==> src/rtl/shift_pkg.sv <==
// shift_pkg: op encodings, FSM states and default widths for iter_shift_unit.
package shift_pkg;
  localparam int DEF_WIDTH = 32;
  localparam int DEF_SHAMT_W = 5;
  localparam logic [2:0] OP_NOP = 3'b000;
  localparam logic [2:0] OP_SLL = 3'b001;
  localparam logic [2:0] OP_SRL = 3'b010;
  localparam logic [2:0] OP_SRA = 3'b011;
  localparam logic [2:0] OP_ROL = 3'b100;
  localparam logic [2:0] OP_ROR = 3'b101;
  typedef enum logic [1:0] {IDLE, SHIFT, DONE} state_t;
endpackage

==> src/rtl/shift_step.sv <==
// shift_step: one-bit shift/rotate of a value; rotates exist only with ITER_SHIFT_ROTATE_EN.
module shift_step import shift_pkg::*; #(
  parameter int WIDTH = DEF_WIDTH
) (
  input  logic [2:0]       op,
  input  logic [WIDTH-1:0] d,
  output logic [WIDTH-1:0] q
);
  always_comb begin
`ifdef ITER_SHIFT_ROTATE_EN
    q = op == OP_SLL ? {d[WIDTH-2:0], 1'b0} :
        op == OP_SRL ? {1'b0, d[WIDTH-1:1]} :
        op == OP_SRA ? {d[WIDTH-1], d[WIDTH-1:1]} :
        op == OP_ROL ? {d[WIDTH-2:0], d[WIDTH-1]} :
        op == OP_ROR ? {d[0], d[WIDTH-1:1]} : d;
`else
    q = op == OP_SLL ? {d[WIDTH-2:0], 1'b0} :
        op == OP_SRL ? {1'b0, d[WIDTH-1:1]} :
        op == OP_SRA ? {d[WIDTH-1], d[WIDTH-1:1]} : d;
`endif
  end
endmodule

==> src/rtl/iter_shift_unit.sv <==
// iter_shift_unit: multicycle shifter, one bit per clock under start/busy/done.
// Optional rotates (op 100/101) enabled by ITER_SHIFT_ROTATE_EN.
module iter_shift_unit import shift_pkg::*; #(
  parameter int WIDTH = DEF_WIDTH,
  parameter int SHAMT_W = DEF_SHAMT_W
) (
  input  logic               clk,
  input  logic               reset,
  input  logic               start,
  input  logic [2:0]         op,
  input  logic [WIDTH-1:0]   data_in,
  input  logic [SHAMT_W-1:0] shamt,
  output logic               busy,
  output logic               done,
  output logic [WIDTH-1:0]   data_out
);
  state_t state, state_n;
  logic [SHAMT_W-1:0] count, count_n;
  logic [2:0] op_r, op_n;
  logic [WIDTH-1:0] data_n, stepped;

  shift_step #(.WIDTH(WIDTH)) u_step (.op(op_r), .d(data_out), .q(stepped));

  assign busy = state != IDLE;
  assign done = state == DONE;

  always_ff @(posedge clk or posedge reset) begin
    if (reset) begin
      state <= IDLE;
      count <= '0;
      op_r <= OP_NOP;
      data_out <= '0;
    end else begin
      state <= state_n;
      count <= count_n;
      op_r <= op_n;
      data_out <= data_n;
    end
  end

  // count is tested for zero before decrementing, so it never wraps
  always_comb begin
    state_n = state;
    count_n = count;
    op_n = op_r;
    data_n = data_out;
    if (state == IDLE && start) begin
      state_n = SHIFT;
      count_n = shamt;
      op_n = op;
      data_n = data_in;
    end else if (state == SHIFT) begin
      if (count == '0) state_n = DONE;
      else begin
        data_n = stepped;
        count_n = count - 1'b1;
      end
    end else if (state == DONE) state_n = IDLE;
  end
endmodule

==> config.mk <==
export PLATFORM = sky130hd
export DESIGN_NAME = iter_shift_unit
export DESIGN_NICKNAME = d
export VERILOG_FILES = /design/src/rtl/shift_pkg.sv /design/src/rtl/shift_step.sv /design/src/rtl/iter_shift_unit.sv
export SDC_FILE = /design/constraint.sdc
export NUM_CORES = 1
export LEC_CHECK = 0
export BUFFER_PORTS_ARGS = -buffer_cell sky130_fd_sc_hd__buf_2
export CORE_ASPECT_RATIO = 0.8
export CORE_MARGIN = 2
export CORE_UTILIZATION = 35
export CTS_CLUSTER_DIAMETER = 50
export DETAILED_ROUTE_END_ITERATION = 7
export MAX_ROUTING_LAYER = met4
export PLACE_DENSITY_LB_ADDON = 0.15
export SKIP_LAST_GASP = 1
export SLEW_MARGIN = 20
export SYNTH_ARGS = -nofsm -noshare
export SYNTH_HDL_FRONTEND = slang
export SYNTH_SLANG_ARGS = --single-unit
==> constraint.sdc <==
create_clock -name clk -period 2.05 [get_ports clk]
set_input_delay 0.1025 -clock clk [delete_from_list [all_inputs] [get_ports clk]]
set_output_delay 0.1025 -clock clk [all_outputs]
set_load 0.01 [all_outputs]
==> results.sh, run 1 <==
export IMPL_cts_num_sinks=42
export IMPL_synth_edff_count=0
export IMPL_first_pass_iters=4
export IMPL_min_delay_path_class="in -> reg"
export IMPL_maxCapViolations=0
export IMPL_syn_nets=334
export IMPL_coreArea_um2=7360
export IMPL_final_nets=403
export IMPL_synth_area_leader_cell="dfrtp_1"
export IMPL_htreeDepth=2
export IMPL_pwr_share_seq_pct=32.8
export IMPL_cts_tree="done"
export IMPL_crit_type="reg -> reg"
export IMPL_synthFlopType="dfrtp_1"
export IMPL_peakVddDrop_v=0.000551
export IMPL_clock_path_buffers=2
export IMPL_antenna_found_initial=0
export IMPL_seqCellArea_um2=1050
export IMPL_cp_slowest_stage_delay_ns=0.52
export IMPL_startpoint_type="flip-flop"
export IMPL_viasPerCell=5.91
export IMPL_cts_resized=0
export IMPL_drive_gt1_share_pct=31.7
export IMPL_yosys_area_top_type_share_pct=39.7
export IMPL_vias=2661
export IMPL_netlist_area_um2=2650
export IMPL_io_pin_count=77
export IMPL_end_kind="flip-flop"
export IMPL_port_buffers=76
export IMPL_die_w_um=101
export IMPL_root_buffer="clkbuf_8"
export IMPL_drcViolationCount=0
export IMPL_skew_ns=0.0153
export IMPL_routed_wl_um=7690
export IMPL_required_ns=2.22
export IMPL_tightest_slew_ns=0.570
export IMPL_grt_start_max_net_pins=43
export IMPL_clk_latency_ns=0.30
export IMPL_netlist_top_cells_area="dfrtp_1, a221oi_1, o31ai_1"
export IMPL_period_needed_ns=1.79
export IMPL_final_area_um2=3270
export IMPL_grt_pass1_vias=2479
export IMPL_slew_violations=0
export IMPL_period_share_pct=87.5
export IMPL_slowest_stage="or3b_1"
export IMPL_ys_types=38
export IMPL_status="completed"
export IMPL_async_flop_share_pct=100
export IMPL_pre_cts_slack_ns=0.270
export IMPL_layout_common_cells="buf_2, dfrtp_1, nor2_1"
export IMPL_synth_avg_cell_area_um2=9.13
export IMPL_power_density_nw_per_um2=1330
export IMPL_cp_arrival_ns=1.97
export IMPL_slew_headroom_pct=61.8
export IMPL_die_area_um2=8280
export IMPL_p_sw_share_pct=45.1
export IMPL_leakagePower_nw=1.45
export IMPL_drtAntennaViolNets=0
export IMPL_setup_viol=0
export IMPL_grt_util_all_layers_pct=19.9
export IMPL_hold_viol=0
export IMPL_initial_core_util_pct=36.0
export IMPL_postPlaceCellArea_um2=3160
export IMPL_p_int_w=0.00238
export IMPL_max_freq_mhz=558
export IMPL_clockPowerShare_pct=12.8
export IMPL_first_iter_violations=165
export IMPL_antenna_cells=0
export IMPL_place_congestion=0.793
export IMPL_numCtsBuffers=5
export IMPL_worstPathMaxFanout=11
export IMPL_multi_input_area_um2=1430
export IMPL_hold_depth=3
export IMPL_syn_inst=290
export IMPL_final_common_cell="buf_2"
export IMPL_syn2layout_area_growth_pct=23.6
export IMPL_yosys_warnings=0
export IMPL_place_hpwl_um=5150
export IMPL_combPwrFrac_pct=54.4
export IMPL_cts_setup_buffers=0
export IMPL_fin_setup_tns_ns=0
export IMPL_crit_family="simple AND/OR/NAND/NOR gates"
export IMPL_final_setup_worst_slack_ns=0.256
export IMPL_ctsHoldBuffers=2
export IMPL_num_rows=28
export IMPL_fillers=773
export IMPL_p_switching_w=0.00196
export IMPL_seq_area_frac_synth_pct=39.7
export IMPL_cp_buffers_inverters=1
export IMPL_ys_ff_latch=42
export IMPL_grt_pass1_wl_um=12700
export IMPL_crit_chain="or3b_1 > buf_4 > a221oi_1 > o31ai_1"
export IMPL_grt_overflow_total=0
export IMPL_r2r_cells=4
export IMPL_die_y_um=81.8
export IMPL_finish_utilization_pct=44.5
export IMPL_wl_per_cell_um=17.1
export IMPL_clk_pin_slew_ns=0.10
export IMPL_rsz0062_at_grt="false"
export IMPL_crit_cells=4
-- state kept, by name, summed over array words and instances (netlist names) --
| name | flops |
|---|---|
| data_out | 32 |
| state | 2 |
| op_r | 3 |
| count | 5 |
-- path summary, 6_finish.rpt --
kind	startpoint	endpoint	slack, ns
min in group asynchronous	reset	data_out[13]	0.46
max	op_r[1]	data_out[18]	0.26
max reg2reg	op_r[1]	data_out[18]	0.26
min	op[0]	op_r[0]	0.01
min reg2reg	data_out[0]	data_out[0]	0.54
max in group asynchronous	reset	count[0]	1.18
-- area by class of cell --
class | instances | share of cell area (%)
Inverter | 6 | 0.688
Clock inverter | 3 | 0.650
Sequential cell | 42 | 32.1
Multi-Input combinational cell | 205 | 43.6
Tap cell | 90 | 3.44
Timing Repair Buffer | 99 | 17.4
Clock buffer | 5 | 2.10
-- stage by stage --
| stage | hold slack (ns) | std cells | total power [W] |
|---|---|---|---|
| finish | 0.0114 | 450 | 0.00434 |
| global route | 0.0273 | 450 | 0.00471 |
| CTS | 0.0133 | 450 | 0.00436 |
| detailed placement | 0.282 | 440 | 0.00378 |
| global placement | 0.273 | 440 | 0.00376 |
| floorplan | 0.208 | 290 | 0.00299 |
-- cells in the mapped netlist, types with 2 or more instances --
library cell / n
o31ai_1: 32
a21oi_1: 3
nand2_1: 10
o311ai_0: 27
clkbuf_1: 28
a221oi_1: 30
buf_2: 5
o21ai_0: 2
nor2b_1: 34
or4_1: 2
a31oi_1: 5
dfrtp_1: 42
or3b_1: 2
nor2_1: 35
inv_1: 6
buf_6: 3
o311ai_1: 3
-- kinds of logic after synthesis --
logic type      Yosys count  share of synthesized area [%]
mux                       1                          0.378
compound gates          108                           32.9
simple gates             94                           19.0
fa+ha+maj                 1                          0.473
flops                    42                           39.7
xor+xnor                  1                          0.331
buf+inv                  43                           7.18
-- power groups by stage --
stage	Clock, W	Sequential (W)	Combinational, W
finish	0.000556	0.00142	0.00236
global route	0.000610	0.00146	0.00264
CTS	0.000583	0.00142	0.00236
detailed placement	0	0.00143	0.00236
global placement	0	0.00143	0.00234
floorplan	0	0.00143	0.00156
-- layer usage --
| metal | vias up | share of wire (%) | track usage (%) |
|---|---|---|---|
| met3 | 5 | 5.1 | 3.40 |
| met5 | - | 0 | - |
| met1 | 1291 | 51 | 28.8 |
| met2 | 89 | 44 | 29.3 |
| li1 | 1276 | - | - |
| met4 | 0 | 0.51 | 4.46 |
-- worst reg2reg max path, delay by kind of cell (launching register included) --
family / cells / cell delay [ns]
AND/OR/NAND/NOR: 1 / 0.52
AO/OA/AOI/OAI: 2 / 0.48
flip-flops: 1 / 0.45
buffers and inverters: 1 / 0.23
Note: power is estimated with default switching activity, not from simulation.
==> inputs of run 2 (changes only) <==
--- a/config.mk
+++ b/config.mk
@@ -6,7 +6,6 @@
 export NUM_CORES = 1
 export LEC_CHECK = 0
 export BUFFER_PORTS_ARGS = -buffer_cell sky130_fd_sc_hd__buf_2
-export CORE_ASPECT_RATIO = 0.8
 export CORE_MARGIN = 2
 export CORE_UTILIZATION = 35
 export CTS_CLUSTER_DIAMETER = 50
==> run 2 against run 1 <==
Effect of this change:
- flip-flop and latch count unchanged
- critical path depth unchanged
- wire length up 3.3%
- worst hold slack better by 0.0049 ns
==> results.sh, run 2 (synthesis results as in run 1) <==
export IMPL_num_rows=31
export IMPL_largest_reg_flops=32
export IMPL_slew_violations=0
export IMPL_maxCapViolations=0
export IMPL_layout_common_cells="buf_2, dfrtp_1, nor2_1"
export IMPL_peakVddDrop_v=0.000634
export IMPL_first_pass_iters=4
export IMPL_clk_pin_slew_ns=0.08
export IMPL_fin_setup_tns_ns=0
export IMPL_syn2layout_area_growth_pct=23.9
export IMPL_die_w_um=91.0
export IMPL_final_setup_worst_slack_ns=0.163
export IMPL_wl_per_cell_um=17.5
export IMPL_clk_latency_ns=0.30
export IMPL_root_buffer="clkbuf_8"
export IMPL_rr_endpoint="data_out[9]"
export IMPL_routed_wl_um=7940
export IMPL_period_needed_ns=1.89
export IMPL_crit_type="reg -> reg"
export IMPL_fillers=776
export IMPL_multi_input_area_um2=1440
export IMPL_hold_viol=0
export IMPL_slew_headroom_pct=50.6
export IMPL_antenna_cells=0
export IMPL_finish_utilization_pct=45.0
export IMPL_grt_pass1_vias=2522
export IMPL_startpoint_type="flip-flop"
export IMPL_status="completed"
export IMPL_grt_pass1_wl_um=13200
export IMPL_cp_arrival_ns=2.05
export IMPL_cts_tree="done"
export IMPL_clock_path_buffers=2
export IMPL_htreeDepth=2
export IMPL_slowest_stage="or3b_1"
export IMPL_place_hpwl_um=5080
export IMPL_die_area_um2=8280
export IMPL_setup_viol=0
export IMPL_required_ns=2.21
export IMPL_crit_chain="or3b_1 > buf_4 > a221oi_1 > o31ai_1"
export IMPL_initial_core_util_pct=36.3
export IMPL_place_congestion=0.721
export IMPL_grt_util_all_layers_pct=19.8
export IMPL_timing_rr_start="op_r[1]"
export IMPL_rsz0062_at_grt="false"
export IMPL_hold_depth=3
export IMPL_regMostFlops="data_out"
export IMPL_worstPathMaxFanout=14
export IMPL_tightest_slew_ns=0.740
export IMPL_die_y_um=91.0
export IMPL_first_iter_violations=217
export IMPL_port_buffers=76
export IMPL_drcViolationCount=0
export IMPL_r2r_cells=4
export IMPL_reg_top3="data_out (32), count (5), op_r (3)"
export IMPL_antenna_found_initial=0
export IMPL_grt_start_max_net_pins=37
export IMPL_vias=2637
export IMPL_seqCellArea_um2=1050
export IMPL_skew_ns=0.0113
export IMPL_ff2ff_setup_slack_ns=0.16
export IMPL_grt_overflow_total=0
export IMPL_period_share_pct=92.0
export IMPL_numCtsBuffers=5
export IMPL_min_delay_path_class="in -> reg"
export IMPL_cts_setup_buffers=0
export IMPL_end_kind="flip-flop"
export IMPL_drtAntennaViolNets=0
export IMPL_final_nets=398
export IMPL_cp_startpoint="op_r[1]"
export IMPL_power_density_nw_per_um2=1340
export IMPL_viasPerCell=5.82
export IMPL_timing_hold_ws_ns=0.0163
export IMPL_cts_num_sinks=42
export IMPL_min_to="count[1]"
export IMPL_hold_start="shamt[1]"
export IMPL_coreArea_um2=7290
export IMPL_drive_gt1_share_pct=30.8
export IMPL_final_common_cell="buf_2"
export IMPL_leakagePower_nw=1.45
export IMPL_max_freq_mhz=530
export IMPL_pre_cts_slack_ns=-0.0110
export IMPL_cp_slowest_stage_delay_ns=0.55
export IMPL_io_pin_count=77
[run 2: changes by cell type in the layout (fill, tap and decap cells not counted), sizes merged]
cell | before | now
clkinvlp | 1 | 0
bufinv | 0 | 1
clkbuf | 5 | 6
buf | 97 | 92
inv | 5 | 6
clkinv | 3 | 0
[run 2: report_power, final]
| part | internal [W] | switching (W) |
|---|---|---|
| Combinational | 0.000936 | 0.00134 |
| Sequential | 0.00112 | 0.000309 |
| Clock | 0.000390 | 0.000293 |
| Total | 0.00245 | 0.00194 |
[run 2: area by class of cell]
cell class                      count  share of cell area, %
Tap cell                           99                   3.78
Multi-Input combinational cell    205                   43.8
Sequential cell                    42                   32.0
Clock inverter                      1                  0.915
Inverter                            6                  0.686
Clock buffer                        6                   2.52
Timing Repair Buffer               94                   16.2
[run 2: how the worst max path moves through the flow]
stage,cells past startpoint,slack [ns],to
final,4,0.16,data_out[9]
after global routing,4,0.03,data_out[9]
after CTS,4,0.17,data_out[9]
after detailed placement,5,-0.01,data_out[0]
after global placement,5,0.06,data_out[17]
after floorplan,7,0.32,data_out[0]
[run 2: worst max-delay path: cells and delay by family, from the launching register on]
family                 cells  cell delay (ns)
buffers and inverters      1             0.27
and+or+nand+nor            1             0.55
DFF                        1             0.46
AOI/OAI and AO/OA          2             0.47
[run 2: per-layer routing]
metal  GRT usage (%)  share of wire (%)  wire [µm]  vias to the layer above
met3            3.15                5.8        460                        4
met1            29.7                 48       3800                     1284
met5               -                  0          0                        -
met2            28.4                 46       3640                       95
li1                -                  -          -                     1254
met4            3.66               0.53         42                        0
[run 2: repair_timing]
item / CTS / global route
setup endpoints to repair: 3 / 0
endpoints found under the hold margin: 19 / 0
hold buffers: 2 / 0
resized for setup: 1 / 0
[run 2: stage by stage]
step                      cell area, µm²  instances  total power, W
after global routing                3280        453         0.00476
after CTS                           3280        453         0.00442
final                               3280        453         0.00439
after global placement              3140        444         0.00366
after detailed placement            3140        444         0.00370
after floorplan                     2650        290         0.00299
